===== config.mk =====
export PLATFORM = sky130hd
export DESIGN_NAME = pattern_gen_flat
export DESIGN_NICKNAME = d
export VERILOG_FILES = /design/src/rtl/pattern_pkg.sv /design/src/rtl/pattern_gen_if.sv /design/src/rtl/pattern_lane.sv /design/src/rtl/pattern_gen.sv /design/src/flat_wrapper.sv
export SDC_FILE = /design/constraint.sdc
export NUM_CORES = 1
export LEC_CHECK = 0
export CAP_MARGIN = 20
export CELL_PAD_IN_SITES_DETAIL_PLACEMENT = 1
export CELL_PAD_IN_SITES_GLOBAL_PLACEMENT = 2
export CORE_MARGIN = 2
export CORE_UTILIZATION = 36
export DETAILED_ROUTE_END_ITERATION = 12
export PLACE_DENSITY_LB_ADDON = 0.1
export SYNTH_ARGS = -nofsm -noshare
export SYNTH_HDL_FRONTEND = slang
export SYNTH_SLANG_ARGS = --single-unit

===== constraint.sdc =====
create_clock -name clk -period 4.7 [get_ports clk]
set_clock_uncertainty 0.05 [all_clocks]
set_input_delay 1.41 -clock clk [delete_from_list [all_inputs] [get_ports clk]]
set_output_delay 1.41 -clock clk [all_outputs]
set_load 0.05 [all_outputs]

===== src/rtl/pattern_pkg.sv =====
// Shared types and constants for the multi-channel test-pattern generator.
package pattern_pkg;

    typedef enum logic [1:0] {
        ModeConst = 2'd0,
        ModeCount = 2'd1,
        ModeLfsr  = 2'd2,
        ModeTri   = 2'd3
    } mode_t;

    typedef enum logic [1:0] {
        StIdle,
        StRun,
        StDrain
    } state_t;

    localparam logic [15:0] DefaultTaps = 16'hB400;

    // Channel index width; a single channel still gets a 1-bit index.
    function automatic int unsigned ch_width(input int unsigned n);
        return (n > 1) ? $clog2(n) : 1;
    endfunction

endpackage


===== src/rtl/pattern_gen_if.sv =====
// Valid/ready sample stream produced by pattern_gen.
interface pattern_gen_if
    import pattern_pkg::*;
#(
    parameter int unsigned W = 16,
    parameter int unsigned N = 4
);
    localparam int unsigned CW = ch_width(N);

    logic          out_valid;
    logic          out_ready;
    logic [W-1:0]  out_data;
    logic [CW-1:0] out_ch;
    logic          out_last;

    modport master (
        output out_valid,
        output out_data,
        output out_ch,
        output out_last,
        input  out_ready
    );

    modport slave (
        input  out_valid,
        input  out_data,
        input  out_ch,
        input  out_last,
        output out_ready
    );

endinterface


===== src/rtl/pattern_lane.sv =====
// One channel of pattern_gen: holds a sample value and triangle direction,
// loaded from a seed and advanced one step per transfer.
module pattern_lane
    import pattern_pkg::*;
#(
    parameter int unsigned     W    = 16,
    parameter logic [W-1:0]    TAPS = W'(DefaultTaps)
) (
    input  logic         clk,
    input  logic         n_reset,
    input  logic         load,
    input  logic         advance,
    input  mode_t        mode,
    input  logic [W-1:0] seed,
    input  logic [W-1:0] step,
    output logic [W-1:0] value
);

    logic [W-1:0] state_q, state_d;
    logic         dir_down_q, dir_down_d;
    logic [W:0]   sum_w;

    always_comb begin
        state_d    = state_q;
        dir_down_d = dir_down_q;
        // Extra bit catches overflow so the triangle turns instead of wrapping.
        sum_w      = {1'b0, state_q} + {1'b0, step};
        if (load) begin
            state_d    = (mode == ModeLfsr && seed == '0) ? W'(1) : seed;
            dir_down_d = 1'b0;
        end else if (advance) begin
            unique case (mode)
                ModeConst: state_d = state_q;
                ModeCount: state_d = state_q + step;
                ModeLfsr:  state_d = (state_q >> 1) ^ (state_q[0] ? TAPS : '0);
                ModeTri: begin
                    if (!dir_down_q) begin
                        if (!sum_w[W]) begin
                            state_d = sum_w[W-1:0];
                        end else begin
                            state_d    = state_q - step;
                            dir_down_d = 1'b1;
                        end
                    end else if (state_q >= step) begin
                        state_d = state_q - step;
                    end else begin
                        state_d    = sum_w[W-1:0];
                        dir_down_d = 1'b0;
                    end
                end
                default: state_d = state_q;
            endcase
        end
    end

    always_ff @(posedge clk) begin
        if (!n_reset) begin
            state_q    <= '0;
            dir_down_q <= 1'b0;
        end else begin
            state_q    <= state_d;
            dir_down_q <= dir_down_d;
        end
    end

    assign value = state_q;

endmodule


===== src/rtl/pattern_gen.sv =====
// N-channel test-pattern generator (constant, counter, LFSR, triangle),
// channels time-multiplexed round-robin onto one valid/ready stream.
module pattern_gen
    import pattern_pkg::*;
#(
    parameter int unsigned  W    = 16,
    parameter int unsigned  N    = 4,
    parameter logic [W-1:0] TAPS = W'(DefaultTaps)
) (
    input  logic         clk,
    input  logic         n_reset,
    input  logic         enable,
    input  mode_t        mode,
    input  logic [W-1:0] seed,
    input  logic [W-1:0] step,
    output logic         busy,
    pattern_gen_if.master stream
);

    localparam int unsigned CW = ch_width(N);

    state_t        state_q, state_d;
    logic [CW-1:0] ch_q, ch_d;
    mode_t         mode_q, lane_mode;
    logic [W-1:0]  step_q;
    logic          load, valid, xfer, at_last;
    logic [W-1:0]  lane_val [N];
    logic [W-1:0]  data;

    assign valid     = (state_q != StIdle);
    assign xfer      = valid && stream.out_ready;
    assign at_last   = (ch_q == CW'(N - 1));
    assign load      = (state_q == StIdle) && enable;
    assign lane_mode = load ? mode : mode_q;

    always_comb begin
        state_d = state_q;
        unique case (state_q)
            StIdle:  if (enable) state_d = StRun;
            StRun:   if (!enable) state_d = (xfer && at_last) ? StIdle : StDrain;
            StDrain: begin
                if (enable) begin
                    state_d = StRun;
                end else if (xfer && at_last) begin
                    state_d = StIdle;
                end
            end
            default: state_d = StIdle;
        endcase
    end

    always_comb begin
        ch_d = ch_q;
        if (load) begin
            ch_d = '0;
        end else if (xfer) begin
            ch_d = at_last ? '0 : ch_q + CW'(1);
        end
    end

    always_ff @(posedge clk) begin
        if (!n_reset) begin
            state_q <= StIdle;
            ch_q    <= '0;
            mode_q  <= ModeConst;
            step_q  <= '0;
        end else begin
            state_q <= state_d;
            ch_q    <= ch_d;
            if (load) begin
                mode_q <= mode;
                step_q <= step;
            end
        end
    end

    for (genvar i = 0; i < N; i++) begin : g_lane
        pattern_lane #(
            .W    (W),
            .TAPS (TAPS)
        ) u_lane (
            .clk     (clk),
            .n_reset (n_reset),
            .load    (load),
            .advance (xfer && (ch_q == CW'(i))),
            .mode    (lane_mode),
            .seed    (seed + W'(i)),
            .step    (step_q),
            .value   (lane_val[i])
        );
    end

    always_comb begin
        data = '0;
        for (int i = 0; i < N; i++) begin
            if (ch_q == CW'(i)) data = lane_val[i];
        end
    end

    assign stream.out_valid = valid;
    assign stream.out_data  = data;
    assign stream.out_ch    = ch_q;
    assign stream.out_last  = valid && at_last;
    assign busy             = valid;

endmodule


===== src/flat_wrapper.sv =====
// flat-port wrapper written by rule: the top's interface ports become plain ports
module pattern_gen_flat import pattern_pkg::*;
#(
    parameter int unsigned  W    = 16,
    parameter int unsigned  N    = 4,
    parameter logic [W-1:0] TAPS = W'(DefaultTaps)
)
  (clk, n_reset, enable, mode, seed, step, busy, stream_out_valid, stream_out_data, stream_out_ch, stream_out_last, stream_out_ready);
  pattern_gen_if #(.W(W), .N(N)) stream_i ();
  input  logic clk;
  input  logic n_reset;
  input  logic enable;
  input  mode_t mode;
  input  logic [W-1:0] seed;
  input  logic [W-1:0] step;
  output logic busy;
  output wire logic [$bits(stream_i.out_valid)-1:0] stream_out_valid;
  output wire logic [$bits(stream_i.out_data)-1:0] stream_out_data;
  output wire logic [$bits(stream_i.out_ch)-1:0] stream_out_ch;
  output wire logic [$bits(stream_i.out_last)-1:0] stream_out_last;
  input wire logic [$bits(stream_i.out_ready)-1:0] stream_out_ready;
  assign stream_out_valid = stream_i.out_valid;
  assign stream_out_data = stream_i.out_data;
  assign stream_out_ch = stream_i.out_ch;
  assign stream_out_last = stream_i.out_last;
  assign stream_i.out_ready = stream_out_ready;
  pattern_gen #(.W(W), .N(N), .TAPS(TAPS)) u_core (.clk(clk), .n_reset(n_reset), .enable(enable), .mode(mode), .seed(seed), .step(step), .busy(busy), .stream(stream_i));
endmodule

==> summary.md <==
| Metric | Value |
|---|---|
| Status | finished, final reports clean |
| # rows | 70 |
| Critical Path Source Type | flip-flop |
| CTS sink cnt | 90 |
| Max-slew violation count | 0 |
| Hold WC Path Type | flip-flop to flip-flop |
| Post-CTS Resized | 0 |
| Ratio of cells with drive above 1 in the final layout | 8.84% |
| Post-CTS Hold Fix Bufs | 0 |
| Final setup margin | 0.292 ns |
| I/O pins | 59 |
| Drt initial violations | 1135 |
| Synth area leaders | dfxtp_1 13%, ha_1 13%, a21oi_1 8.4%, xnor2_1 6.4%, nor2_1 5.3% |
| Data required, critical path | 3.24 ns |
| Routed Wire Length | 68800 um |
| Top cell type's share of synthesized area | 13.5% |
| WL/cell | 28.2 um |
| Library cells used by synthesis | 85 |
| RSZ-0062 raised after global routing | no |
| CP Class | flip-flop to output pin |
| Post-CTS Setup Repair Bufs | 0 |
| Synthesized Nets | 2119 |
| HPWL after DPL | 52700 um |
| Placed Cells | 2422 |
| Drt pass-1 iters | 5 |
| Max Root-Sink Buffers | 2 |
| Seq cells post-synth | 90 |
| Initial Util | 36.5% |
| H-tree levels | 3 |
| Initial antenna violation count | 0 |
| Crit-path cells | inv_1 > ha_1 > nand2_1 > nor2_1 > a21oi_1 > nor2_1 > a21oi_1 > o21ai_0 > buf_4 |
| Remaining DRCs | 0 |
| Least-Margin Pin Slew | 0.926 ns |
| FFs w/ async S/R, synth | 0% |
| Sequential-to-total area share from yosys stat | 13.5% |
| Mapped cell area | 13400 um^2 |
| Die height | 197 um |
| Total negative slack | 0 ns |
| DIE AREA | 38700 um^2 |
| EDFF count, synth | 0 |
| CP Data Arrival Time | 2.95 ns |
| PortBufs | 58 |
| Synthesized instance count | 1933 |
| Diodes inserted | 0 |
| Fillers | 4635 |
| Clk_lat worst skew | 0.37 ns |
| CTS buffer count | 9 |
| Main synth FF type | dfxtp_1 |
| Max_cap viols | 0 |
| Pwr dens | 238 nW/um^2 |
| Core Area | 36600 um^2 |
| Vias | 15208 |
| Setup-failing EPs final | 0 |
| Leak pwr | 6.30 nW |
| Root Buffer | clkbuf_16 |
| Mean Syn Cell Area | 6.92 um^2 |
| CP max stage delay | 0.77 ns |
| Largest net degree at the start of global routing | 94 |
| Area Overhead vs Synth | 12.4% |
| Largest area contributor in the netlist | dfxtp_1 |
| Routability Congestion | 0.979 |
| Final period utilization | 93.8% |
| GRT Util Overall | 35.4% |
| Slew headroom | 38.3% |
| Final ANT Viol Nets | 0 |
| Worst Hold Margin | 0.447 ns |
| Cell area after layout | 15000 um^2 |
| Post-Layout Cell Count | 2437 |
| Crit-path slowest cell | ha_1 |
| Final hold viol count | 0 |
| Post-route total power | 3.57 mW |
| Fin nets | 2151 |
| Vias per cell | 6.24 |
| Placed Area | 14800 um^2 |
| CTS tree | done |
| First-pass GRT wire length | 102000 um |
| Warnings, synthesis | 0 |
| GRT overflow | 0 |
| Max rail drop VDD | 170 uV |
| Vias in the first global route | 15435 |
| Fmax | 0.227 GHz |
| Minimum clock period | 4.41 ns |
| CP endpoint kind | output pin |
| Clk slew on worst S/H paths | 0.07 ns |
| Chip Width | 197 um |
| Core Util, Final | 41.1% |
| Dpl ws | 0.337 ns |
| Worst Path Max Fanout | 20 |
-- kinds of logic (layout without fill, tap and decap cells) --
family,after synthesis,after routing,share of synthesized area [%]
xor gates and xnor gates,134,134,8.77
AOI/OAI and AO/OA,651,651,31.3
and+or+nand+nor,642,642,22.7
buffers and inverters,234,270,6.90
DFF,90,90,13.5
muxes,34,34,2.60
adders and majority gates,148,148,14.3
-- critical path, delay by kind of cell, from the launching register on --
kind            cells  cell delay, ns
flops               1            0.37
fa+ha+maj           1            0.77
compound gates      3            0.56
buf+inv             2            0.40
simple gates        3            0.46
-- registers in the layout, indices dropped and copies added, names as in the netlist --
signal and count:
u_core.g_lane.u_lane.dir_down_q 4, u_core.g_lane.u_lane.value 64, u_core.mode_q 2, u_core.state_q 2
u_core.step_q 16, u_core.stream.out_ch 2
-- report_power, final --
| group | internal (mW) | switching, mW |
|---|---|---|
| Clock | 0.384 | 0.362 |
| Combinational | 0.681 | 1.20 |
| Sequential | 0.820 | 0.127 |
-- path summary, 6_finish.rpt --
path                                           start                            endpoint  slack, ns  cells past startpoint
hold / removal    u_core.g_lane[1].u_lane.dir_down_q  u_core.g_lane[1].u_lane.dir_down_q       0.45                      2
setup reg to reg                   u_core.step_q[10]    u_core.g_lane[3].u_lane.value[7]       0.41                     12
setup / recovery             u_core.stream.out_ch[0]                 stream_out_data[13]       0.29                      9
hold reg to reg   u_core.g_lane[1].u_lane.dir_down_q  u_core.g_lane[1].u_lane.dir_down_q       0.45                      2
-- synth_stat cells (all sizes together), types with 10 or more instances --
cell type  instances
nor3              52
nand4             24
a211oi            15
a21o              29
and3              15
o21a              14
a221oi            29
buf               32
o211ai            24
dfxtp             90
nand2b            30
nand3             47
nor2             189
or2               10
xnor2             98
a31oi             28
mux2i             28
nand2            181
or3               27
o31ai             13
o311ai            13
clkbuf           106
o21ai            140
o21bai            16
inv               96
a21oi            225
xor2              36
nor2b             24
ha               140
o221ai            25
o22ai             11
-- layout make-up --
class / instances / area (um^2) / area share (%)
clock buffer: 12 / 256 / 1.71
clock inverter: 3 / 15.0 / 0.0999
inverter: 96 / 360 / 2.40
multi-input combinational: 1609 / 10700 / 71.1
sequential: 90 / 1800 / 12.0
tap: 468 / 586 / 3.90
timing repair buffer: 159 / 1330 / 8.86
-- layer usage --
metal | routed length (um) | vias to the layer above | GRT usage (%)
li1 | - | 7034 | -
met1 | 30400 | 7532 | 46.5
met2 | 30800 | 501 | 57.3
met3 | 3690 | 141 | 4.23
met4 | 3890 | 0 | 17.9
met5 | 0 | - | 0
-- cell usage in the layout (no fill, tap or decap), types with 36 or more instances in the layout --
cell type,netlist,layout
a21oi_1,224,224
buf_4,2,114
clkdlybuf4s50_1,0,41
dfxtp_1,90,90
ha_1,140,140
inv_1,96,95
nand2_1,180,179
nand3_1,47,47
nor2_1,188,187
nor3_1,51,51
o21ai_0,129,128
xnor2_1,98,98
xor2_1,36,36
No activity file was read; power rests on OpenSTA's default activity.
